--- src/rtl/rr_arbiter4.sv ---
// rr_arbiter4: four-way round-robin arbiter with hold limit, index and one-hot grant outputs
// Ports: clk_i clock; rst_ni async active-low reset; req_i[3:0] level requests;
//   done_i holder finished; gnt_o[3:0] one-hot grant; gnt_idx_o[1:0] holder index
//   (held while idle); gnt_valid_o grant active; timeout_o one-cycle forced-release pulse.
module rr_arbiter4 #(
  parameter int MAX_HOLD = 8
) (
  input  logic       clk_i,
  input  logic       rst_ni,
  input  logic [3:0] req_i,
  input  logic       done_i,
  output logic [3:0] gnt_o,
  output logic [1:0] gnt_idx_o,
  output logic       gnt_valid_o,
  output logic       timeout_o
);
  localparam logic [7:0] LIMIT = 8'(MAX_HOLD - 1);
  localparam logic [0:0] IDLE  = 1'b0;
  localparam logic [0:0] GRANT = 1'b1;
  logic [0:0] state_q, state_d;
  logic [1:0] ptr_q, ptr_d, idx_q, idx_d, start, win;
  logic [7:0] cnt_q, cnt_d;
  logic [3:0] gnt_q, gnt_d;
  logic       valid_q, valid_d, to_q, to_d, found, at_limit, rel;
  // On release the scan starts just past the holder, so the holder is checked last
  // and a sole remaining requester is re-granted without a bubble.
  always_comb begin
    start = state_q == GRANT ? idx_q + 2'd1 : ptr_q;
    found = 1'b0;
    win   = start;
    for (int i = 3; i >= 0; i--) begin
      if (req_i[start + 2'(i)]) begin
        found = 1'b1;
        win   = start + 2'(i);
      end
    end
  end
  assign at_limit = cnt_q == LIMIT;
  assign rel      = state_q == GRANT && (done_i || !req_i[idx_q] || at_limit);
  always_comb begin
    state_d = state_q;
    ptr_d   = rel ? idx_q + 2'd1 : ptr_q;
    cnt_d   = cnt_q + 8'd1;
    idx_d   = idx_q;
    gnt_d   = gnt_q;
    valid_d = valid_q;
    to_d    = rel && at_limit && !done_i && req_i[idx_q];
    if (state_q == IDLE || rel) begin
      state_d = found ? GRANT : IDLE;
      idx_d   = found ? win : idx_q;
      gnt_d   = found ? 4'b0001 << win : 4'b0000;
      valid_d = found;
      cnt_d   = 8'd0;
    end
  end
  always_ff @(posedge clk_i or negedge rst_ni) begin
    if (!rst_ni) begin
      state_q <= IDLE;
      ptr_q   <= 2'd0;
      cnt_q   <= 8'd0;
      idx_q   <= 2'd0;
      gnt_q   <= 4'b0000;
      valid_q <= 1'b0;
      to_q    <= 1'b0;
    end else begin
      state_q <= state_d;
      ptr_q   <= ptr_d;
      cnt_q   <= cnt_d;
      idx_q   <= idx_d;
      gnt_q   <= gnt_d;
      valid_q <= valid_d;
      to_q    <= to_d;
    end
  end
  assign gnt_o       = gnt_q;
  assign gnt_idx_o   = idx_q;
  assign gnt_valid_o = valid_q;
  assign timeout_o   = to_q;
endmodule

--- config.mk ---
export PLATFORM = sky130hd
export DESIGN_NAME = rr_arbiter4
export DESIGN_NICKNAME = d
export VERILOG_FILES = /design/src/rtl/rr_arbiter4.sv
export SDC_FILE = /design/constraint.sdc
export NUM_CORES = 1
export LEC_CHECK = 0
export CAP_MARGIN = 5
export CORE_ASPECT_RATIO = 1.2
export CORE_MARGIN = 2
export CORE_UTILIZATION = 55
export CTS_BUF_LIST = sky130_fd_sc_hd__clkbuf_8
export CTS_CLUSTER_SIZE = 8
export DETAILED_ROUTE_END_ITERATION = 8
export GPL_ROUTABILITY_DRIVEN = 0
export GPL_TIMING_DRIVEN = 0
export HOLD_SLACK_MARGIN = 0.08
export PLACE_DENSITY = 0.93
export SYNTH_ARGS = -nofsm -noshare
export SYNTH_HDL_FRONTEND = slang
export SYNTH_SLANG_ARGS = --single-unit
--- constraint.sdc ---
create_clock -name clk_i -period 4.67 [get_ports clk_i]
set_clock_uncertainty 0.2 [all_clocks]
set_input_delay 0.934 -clock clk_i [delete_from_list [all_inputs] [get_ports clk_i]]
set_output_delay 0.934 -clock clk_i [all_outputs]
set_load 0.02 [all_outputs]
# --- After elaboration in Yosys (flattened, before gate mapping) ---
# Cells that the tools add are included.
word_totals:
  ramBits: 0
  latch_bits: 0
  out_inout_bits: 8
  in_bits: 7
  regBits: 19
  mem_count: 0
  mem_bits_ro: 0
  word_cells: 52
op_classes:
  n_lt_le_gt_ge: 5
  shifts: 1
  div_mod_pow: 0
  muxes: 22
  reduce_logical: 10
  n_eq_ne: 1
  n_mul: 0
  bitwise: 1
  n_addsub: 5
op_table:
  columns: ["cell", "count"]
  rows:
  - ["$lt A2 B3 Y1 const B", 5]
  - ["$bmux W1 S2", 5]
  - ["$mux W1", 10]
  - ["$mux W2", 5]
  - ["$add A8 B1 Y8 const B", 1]
  - ["$eq A8 B3 Y1 const B", 1]
  - ["$mux W8", 1]
  - ["$add A2 B1 Y2 const B", 2]
  - ["$add A2 B2 Y2 const B", 2]
  - ["$logic_and A1 B1 Y1", 4]
  - ["$mux W4", 1]
  - ["$shl A1 B2 Y4 const A", 1]
  - ["$logic_or A1 B1 Y1", 3]
  - ["$logic_not A1 Y1", 2]
  - ["$reduce_and A2 Y1", 1]
  - ["$not A1 Y1", 1]

# --- Depth between registers and ports, before layout ---
logic_depth:
  depth_word: 11
  mapped_depth: 6
  ltp_nobuf: 5

# --- Worst setup path before layout ---
# No wires, ideal clock.
synth_timing:
  kind: "input-to-reg"
  start: "input req_i[1]"
  end: "register idx_q[0] (netlist: gnt_idx_o[0])"
  arrival_time_ns: 2.167
  n_path_buf: 0
  required_time_ns: 4.345
  stages: 5
  setup_time_ns: 0.125
  setup_slack_ns: 2.179
  cell_sequence: "mux4_1 -> nand3b_2 -> nor2b_2 -> a21oi_4 -> mux2_2"
synth_between:
  elab_chain_len: 8
  word_cells_on_any_way: 24
  classes_between: "18 x mux; 6 x reduce/logical"
synth_lines:
  columns: ["item", "line_no", "rtl"]
  rows:
  - ["start: declaration", "10", "input logic [3:0] req_i,"]
  - ["branches (longest 8 deep; another with $bmux W1 S2)", null, null]
  - ["end signal: assignment", "69", "idx_q <= idx_d;"]
  - ["end: declaration", "21", "logic [1:0] ptr_q, ptr_d, idx_q, idx_d, start, win;"]
# Parallel ways; which one is timed is not known. The select of a mux whose other input is x is not followed.
# A chain may end at the register's enable or synchronous reset.

# --- Worst setup path in the final report ---
layout_timing:
  start: "input req_i[3]"
  end: "register idx_q[0] (netlist: gnt_idx_o[0])"
# The elaborated chain is that of the path after synthesis.

==> results.ini <==
[cells_and_area]
design_area_um2=1192
post_route_cells_drive_above_1_share_pct=12.96
utilization_pct=72.64
area_growth_pct=22.34
diodes=0
fin_nets=117

[synth]
synth.top_cells.by_count=dfrtp_1, nor2_1
synth.most_common_cell=dfrtp_1
avgSynthCellArea_um2=10.83
yosys_warnings=0
synth.area.top_cells=dfrtp_1, nor2_1, a32o_1
synth_top_cell_by_area=dfrtp_1
syn_inst=90
synth_flop_cell=dfrtp_1
yosys.cell_types.count=38
ys_seq_elements=18
ys_seq_area_share_pct=46.21
synth.net_count=98
yosysTopAreaCellShare_pct=46.21
synth_edf_count=0
syn_area_um2=974.7
ys_async_sr_fraction_pct=100.0

[clock_tree]
cts-htree-levels=1
cts_hold_buf=0
post_cts_buffers=0
clockBufferDepth=2
cts_buffers=3
cts_sinks=18
cts_tree=yes
cts-resized-gates=0
clk_latency_ns=0.25
root_buffer=clkbuf_8
clkSlewWorstSetupHoldPaths_ns=0.07

[worst_setup_path]
crit_type=primary input to register
cp_data_arrival_time_ns=2.83
reg2regPathDepth=6
worstPathRequired_ns=4.61
endpoint_kind=register
critPathLaunchType=primary input
cp_max_fo=6

[drt]
wirelength_mm=1.978
vias_per_cell=5.992
wl_per_cell_um=15.70
ant_nets=0
drc_errors=0
vias=755
first_pass_iters=4
first_iter_violations=14

[timing]
rsz0062_at_grt=false
setup_viol=0
setup_tns_ns=0
slew_violations=0
hold_violations=0
max_freq_mhz=346.5
worst_hold_slack_ns=0.2810
tightest_slew_ns=0.8005
min_period_ns=2.886
min_period_over_period_pct=61.80
max_slew_margin_pct=46.46

[power_and_ir_drop]
power.leakage_uw=0.0005316
pwr_density_cell_nw_per_um2=546.4
irDropWorstVdd_uv=380.7
finalPower_uw=651.6

[grt]
overflow=0
grt_pass1_wl_mm=3.429
grt_pass1_vias=793
grt_max_degree=19
antenna_found_initial=0
grt_usage_pct=21.67

[die]
fp.dieW_um=42.43
start_util_pct=59.38
rows=16
die_h_um=50.12
core_um2=1642
die_area_um2=2126
pin_count=15

[worst_hold_path]
hold_path_depth=1
hold_class=register to register

[run_status]
status=complete, no violations

[flow_run]
maxCapViolCount=0

[placed_design]
postPlaceCellArea_um2=1137
dp_hpwl_mm=1.492
io_buffer_count=14

-- stage by stage --
step	setup slack (ns)	std cells
floorplan	2.179	90
global placement	1.588	122
detailed placement	1.551	122
CTS	1.807	126
global route	1.707	126
finish	1.784	126
-- path summary, 6_finish.rpt --
| check | end | slack, ns | start |
|---|---|---|---|
| hold reg to reg | cnt_q[0] | 0.28 | cnt_q[0] |
| min in group asynchronous | ptr_q[1] | 0.94 | rst_ni |
| setup reg to reg | gnt_idx_o[0] | 2.33 | gnt_idx_o[0] |
| hold / removal | cnt_q[0] | 0.28 | cnt_q[0] |
| setup / recovery | gnt_idx_o[0] | 1.78 | req_i[3] |
| max in group asynchronous | gnt_o[0] | 2.83 | rst_ni |
-- state kept, by name, indices dropped and copies added (netlist names) --
name and flops:
gnt_idx_o 2, cnt_q 8, ptr_q 2, gnt_o 4, gnt_valid_o 1, timeout_o 1
-- power breakdown --
group / leakage [uW] / internal [uW] / switching (uW)
combinational: 0.000270 / 149 / 155
sequential: 0.000232 / 192 / 29.9
clock: 0.0000288 / 74.9 / 50.6
-- layer usage --
layer	global-route usage, %	wire length [um]	vias to the layer above
met3	3.663	75	7
met1	23.76	804	364
met4	11.46	64	0
li1	-	-	367
met5	0	0	-
met2	38.97	1034	17
-- worst max-delay path, stage by stage --
cell	delay, ns
clkdlybuf4s50_1	0.52
mux4_1	0.56
nand3b_2	0.14
nor2b_2	0.10
a21oi_4	0.22
mux2_2	0.36
-- cell families (layout without fill, tap and decap cells) --
kind of cell	Yosys count	after routing	synth area share [%]
DFF	18	18	46.21
and+or+nand+nor	32	32	16.95
AOI/OAI and AO/OA	20	20	18.10
xor gates and xnor gates	7	7	6.290
adders and majority gates	1	1	1.283
muxes	6	6	7.959
buffers and inverters	6	24	3.208
-- cell type report --
| cell class | count | area, um^2 |
|---|---|---|
| Multi-Input combinational cell | 66 | 493.0 |
| Buffer | 2 | 16.27 |
| Tap cell | 18 | 22.52 |
| Fill cell | 135 | 449.2 |
| Inverter | 4 | 15.01 |
| Clock buffer | 4 | 55.05 |
| Sequential cell | 18 | 450.4 |
| Timing Repair Buffer | 14 | 140.1 |
-- layout by cell type, fill, tap and decap left out, types with 2 or more instances in the layout --
cell / Yosys / final
a21o_1: 2 / 2
a21oi_1: 2 / 2
a22o_1: 2 / 2
a32o_1: 4 / 4
clkbuf_8: 0 / 4
clkdlybuf4s50_1: 0 / 14
dfrtp_1: 18 / 18
inv_1: 4 / 4
mux2i_1: 4 / 4
nand2_1: 4 / 4
nand3_1: 3 / 3
nor2_1: 14 / 14
xnor2_1: 3 / 3
xor2_1: 4 / 4
Note: power is estimated with default switching activity, not from simulation.
